`src/rtl/fir_mac_sequencer.sv`:
```
// fir_mac_sequencer: time-multiplexed FIR filter built around one signed MAC.
// For each accepted sample it walks NTAPS taps, then rounds, rescales by
// 2^-SHIFT and saturates the sum to AW bits. Coefficients are writable in IDLE.
module fir_mac_sequencer #(
   parameter int unsigned NTAPS = 7,
   parameter int unsigned DW    = 8,
   parameter int unsigned CW    = 8,
   parameter int unsigned ACCW  = 20,
   parameter int unsigned SHIFT = 6,
   parameter int unsigned AW    = 8,
   localparam int unsigned KW   = (NTAPS > 1) ? $clog2(NTAPS) : 1
) (
   input  logic                 clk,
   input  logic                 rst_n,
   input  logic                 in_valid,
   input  logic signed [DW-1:0] in_data,
   output logic                 in_ready,
   input  logic                 coef_we,
   input  logic [KW-1:0]        coef_addr,
   input  logic signed [CW-1:0] coef_data,
   output logic                 coef_err,
   output logic                 out_valid,
   output logic signed [AW-1:0] out_data,
   input  logic                 out_ready,
   output logic                 out_sat,
   output logic                 busy
);

   localparam int unsigned PW       = DW + CW;
   localparam int unsigned C_CENTER = (NTAPS - 1) / 2;
   localparam logic [KW-1:0] C_LAST = KW'(NTAPS - 1);
   localparam logic signed [ACCW:0] C_HALF = (ACCW+1)'(64'(1) << (SHIFT - 1));
   localparam logic signed [ACCW:0] C_MAX  = (ACCW+1)'((64'(1) << (AW - 1)) - 64'(1));
   localparam logic signed [ACCW:0] C_MIN  = ~C_MAX;
   localparam logic signed [CW-1:0] C_UNITY = CW'(64'(1) << SHIFT);

   // RND is a one-cycle rounding stage between the last MAC and the output
   // register, so the result presents NTAPS+1 edges after acceptance.
   typedef enum logic [1:0] {S_IDLE, S_MAC, S_RND, S_OUT} state_t;

   state_t                r_state;
   logic signed [DW-1:0]  r_buf  [NTAPS];
   logic signed [CW-1:0]  r_coef [NTAPS];
   logic [KW-1:0]         r_wr_ptr;
   logic [KW-1:0]         r_newest;
   logic [KW-1:0]         r_k;
   logic signed [ACCW-1:0] r_acc;
   logic                  r_in_ready;
   logic                  r_coef_err;
   logic                  r_out_valid;
   logic signed [AW-1:0]  r_out_data;
   logic                  r_out_sat;
   logic                  r_busy;

   logic [KW-1:0]         w_rd_idx;
   logic signed [PW-1:0]  w_prod;
   logic signed [ACCW:0]  w_rnd_sum;
   logic signed [ACCW:0]  w_r;
   logic signed [AW-1:0]  w_sat_data;
   logic                  w_sat;
   logic                  w_addr_ok;

   // Circular read index: newest - k modulo NTAPS.
   always_comb begin
      w_rd_idx = r_newest - r_k;
      if (r_newest < r_k) begin
         w_rd_idx = KW'(r_newest + KW'(NTAPS) - r_k);
      end
   end

   assign w_prod    = r_buf[w_rd_idx] * r_coef[r_k];
   assign w_addr_ok = (32'(coef_addr) < NTAPS);

   // Round half up, arithmetic shift, then clip to the output range.
   assign w_rnd_sum = (ACCW+1)'(r_acc) + C_HALF;
   assign w_r       = w_rnd_sum >>> SHIFT;

   always_comb begin
      w_sat_data = AW'(w_r);
      w_sat      = 1'b0;
      if (w_r > C_MAX) begin
         w_sat_data = AW'(C_MAX);
         w_sat      = 1'b1;
      end else if (w_r < C_MIN) begin
         w_sat_data = AW'(C_MIN);
         w_sat      = 1'b1;
      end
   end

   // Sequencer FSM with sample buffer, coefficient file and registered outputs.
   always_ff @(posedge clk or negedge rst_n) begin
      if (!rst_n) begin
         r_state     <= S_IDLE;
         r_wr_ptr    <= '0;
         r_newest    <= '0;
         r_k         <= '0;
         r_acc       <= '0;
         r_in_ready  <= 1'b1;
         r_coef_err  <= 1'b0;
         r_out_valid <= 1'b0;
         r_out_data  <= '0;
         r_out_sat   <= 1'b0;
         r_busy      <= 1'b0;
         for (int unsigned i = 0; i < NTAPS; i++) begin
            r_buf[KW'(i)]  <= '0;
            r_coef[KW'(i)] <= (i == C_CENTER) ? C_UNITY : '0;
         end
      end else begin
         r_coef_err <= 1'b0;
         if (coef_we) begin
            if ((r_state == S_IDLE) && w_addr_ok) begin
               r_coef[coef_addr] <= coef_data;
            end else begin
               r_coef_err <= 1'b1;
            end
         end

         case (r_state)
            S_IDLE: begin
               if (in_valid) begin
                  r_buf[r_wr_ptr] <= in_data;
                  r_newest        <= r_wr_ptr;
                  r_wr_ptr        <= (r_wr_ptr == C_LAST) ? '0 : r_wr_ptr + 1'b1;
                  r_acc           <= '0;
                  r_k             <= '0;
                  r_in_ready      <= 1'b0;
                  r_busy          <= 1'b1;
                  r_state         <= S_MAC;
               end
            end
            S_MAC: begin
               r_acc <= r_acc + ACCW'(w_prod);
               if (r_k == C_LAST) begin
                  r_state <= S_RND;
               end else begin
                  r_k <= r_k + 1'b1;
               end
            end
            S_RND: begin
               r_out_data  <= w_sat_data;
               r_out_sat   <= w_sat;
               r_out_valid <= 1'b1;
               r_state     <= S_OUT;
            end
            S_OUT: begin
               if (out_ready) begin
                  r_out_valid <= 1'b0;
                  r_in_ready  <= 1'b1;
                  r_busy      <= 1'b0;
                  r_state     <= S_IDLE;
               end
            end
            default: begin
               r_state <= S_IDLE;
            end
         endcase
      end
   end

   assign in_ready  = r_in_ready;
   assign coef_err  = r_coef_err;
   assign out_valid = r_out_valid;
   assign out_data  = r_out_data;
   assign out_sat   = r_out_sat;
   assign busy      = r_busy;

endmodule

```
`config.mk`:
```
export PLATFORM = sky130hd
export DESIGN_NAME = fir_mac_sequencer
export DESIGN_NICKNAME = d
export VERILOG_FILES = /design/src/rtl/fir_mac_sequencer.sv
export SDC_FILE = /design/constraint.sdc
export NUM_CORES = 1
export LEC_CHECK = 0
export CAP_MARGIN = 15
export CORE_MARGIN = 1.5
export CORE_UTILIZATION = 55
export CTS_BUF_LIST = sky130_fd_sc_hd__clkbuf_8
export DETAILED_ROUTE_END_ITERATION = 16
export PLACE_DENSITY = 0.8
export SYNTH_ARGS = -nofsm -noshare
export SYNTH_HDL_FRONTEND = slang
export SYNTH_SLANG_ARGS = --single-unit
```
`constraint.sdc`:
```
create_clock -name clk -period 14.4 [get_ports clk]
set_input_delay 2.88 -clock clk [delete_from_list [all_inputs] [get_ports clk]]
set_output_delay 2.88 -clock clk [all_outputs]
set_load 0.01 [all_outputs]
```
==> results by group <==
Outcome
  – Status: completed

Clock tree
  – CTS H-tree depth: 4
  – Clock Sinks: between 150 and 200
  – Hold_buf cts: 0
  – Reg clk slew, reported paths: 80 ps
  – CTS max path bufs: 2
  – Postcts setup bufs: 0
  – CTS tree: built
  – TritonCTS Buffers: 17
  – Clk_lat worst skew: 470 ps
  – Clock Tree Root: clkbuf_8
  – PostCTS Resize Cnt: 0

Timing
  – RSZ-0062 raised after global routing: no
  – Final period utilization: between 60% and 70%
  – Final setup viols: 0
  – Sum Neg Setup Slack: 0 ps
  – Fmax achieved: approximately 0.12 GHz
  – Relative slew slack: roughly 29%
  – Minimum clock period after layout: just under 9000 ps
  – Pins Over Slew Limit: 0
  – Final hold vios: 0
  – Worst-Margin Slew: 1050 ps
  – Final Skew: ~20 ps

Setup path
  – CP Data Arrival Time: 8990 ps
  – Crit Path Category: register to register
  – Critical path data required time: ~15,000 ps
  – CP Launch Type: register
  – Crit end category: register
  – Worst Path Max Fanout: 24

Global routing
  – Number of global-route vias before repair: 8,224
  – Largest net degree at the start of global routing: 92
  – Grt ovf: 0
  – Overall Global Routing Usage: 24.0%
  – Initial antenna violation count: 0
  – First-pass GRT wire length: 41.2 mm

Synthesis
  – Unique masters post-synth: 70
  – Avg Cell Area, Syn: around 11 um^2
  – Yosys reg bits: approximately 160
  – Synth Flop Type: dfrtp_1
  – Syn_nets: between 1,000 and 1,500
  – Largest cells by area after synthesis: dfrtp_1 34%, fa_1 16%, mux2_2 12%
  – Post-Synthesis Cells: 1,023
  – Most common cell in the netlist: dfrtp_1
  – Number of synthesized flops with an enable pin: 0
  – Post-synthesis sequential area ratio: 34.2%
  – Synth top area share: between 30% and 40%
  – Syn. warnings: 0
  – Async set or reset register ratio after synthesis: 100%
  – Commonest cells post-synth: 154 x dfrtp_1, 123 x mux2_2, 115 x inv_1
  – Mapped cell area: roughly 0.011 mm^2
  – Post-synth top area cell: dfrtp_1

Finish
  – NumNets Final: about 1,200
  – Synthesis-to-layout area growth: 8.79%
  – Layout fillers: between 1,500 and 2,000
  – Fraction of layout cells with a size suffix above 1: a little under a fifth
  – ANT cells: 0

Place
  – I/O Buffers: 36
  – Detail Placement HPWL: about 17 mm
  – Gpl congestion: around 0.84

Floorplan
  – Row cnt: 52
  – Core box area: just over 0.02 mm^2
  – Ports: 37
  – Die extent in y: around 150 um
  – Die area: 0.0216 mm^2
  – Initial core utilization: ~56%
  – Die X: ~150 um

Drt
  – Pre-antenna DRT Iters: 5
  – WL final: around 24 mm
  – WL/cell: about 18 um
  – DR vias: between 7,000 and 8,000
  – Post-route DRC violation count: 0
  – Antenna Nets Post-Route: 0
  – Initial DRC Count: 467
  – Vias per Instance: around 5.8

Run
  – Max_cap viols: 0

Hold path
  – Min-delay worst type: register to register
==> flip-flops by register name (all words and copies together) (netlist names) <==
| register | cells |
|---|---|
| busy | 1 |
| coef_err | 1 |
| in_ready | 1 |
| out_data | 8 |
| out_sat | 1 |
| out_valid | 1 |
| r_acc | 20 |
| r_buf | 56 |
| r_coef | 56 |
| r_k | 3 |
| r_newest | 3 |
| r_state | 2 |
| r_wr_ptr | 3 |
==> cell usage in the layout (no fill, tap or decap), drive strengths merged, types with 7 or more instances in the layout <==
master,instances
a2111oi,9
a21oi,37
a221o,8
a22o,8
and2,10
buf,11
clkbuf,19
clkdlybuf4s50,35
dfrtp,154
fa,91
ha,57
inv,121
mux2,123
mux4,8
nand2,42
nand3,40
nand3b,7
nand4,7
nor2,64
nor2b,10
nor3,10
o21ai,65
or2,23
or3,7
xnor2,12
xor2,11
==> layer usage <==
metal  wire length, um  global-route usage (%)
met4               582                    8.85
met3              1080                    4.01
met5                 0                       0
met1             10300                    32.1
met2             11800                    39.6
==> layout make-up <==
class	count	area, um^2	area share (%)
multi-input combinational	719	6920	55.7
sequential	156	3910	31.4
timing repair buffer	46	444	3.58
inverter	116	435	3.50
tap	270	338	2.72
clock buffer	19	262	2.10
clock inverter	12	115	0.926
==> stage by stage <==
stage	utilization (%)	std cells	hold WS (ps)	cell area, um^2	setup WS [ps]
floorplan	-	1023	473	11400	6200
global placement	59.2	1305	481	12000	5710
detailed placement	59.2	1305	488	12000	5480
CTS	61.1	1336	508	12400	5410
global route	61.2	1338	522	12400	5220
finish	61.2	1338	507	12400	5760
==> final timing paths <==
kind	end	cells after the start	startpoint	slack [ps]
worst max-delay path	r_acc[18]	24	r_k[1]	5760
worst min-delay path	r_coef[5]	1	r_coef[5]	510
worst max register to register	r_acc[18]	24	r_k[1]	5760
worst min register to register	r_coef[5]	1	r_coef[5]	510
max in group asynchronous	out_data[7]	2	rst_n	10540
min in group asynchronous	r_coef[27]	1	rst_n	2490
==> logic make-up (layout without fill, tap and decap cells) <==
group	count (synthesis)	in the layout	synth area share (%)
AOI/OAI and AO/OA	175	175	11.7
and+or+nand+nor	239	239	11.0
buffers and inverters	148	193	5.17
xor gates and xnor gates	23	23	1.76
muxes	134	134	14.0
DFF	156	156	34.2
adders and majority gates	148	148	22.2
==> critical path, stage by stage (launching register included) <==
cell       delay [ps]
dfrtp_1           900
inv_1             270
ha_1              350
nor2b_1           170
o21a_1            230
or3_1             690
nand3_1           240
a21oi_1           120
a2111oi_4         640
nor2_1            210
fa_1              590
inv_1             150
fa_1              560
inv_1              60
fa_1              510
fa_1              490
ha_1              310
ha_1              350
and4_1            270
and2_1            200
or2_2             280
or3_1             310
o211ai_1          250
nand3_1           110
a32o_1            250
Power is left out: the tool's default activity adds up to more than one toggle a clock period on the data nets, which glitch-free logic cannot reach.
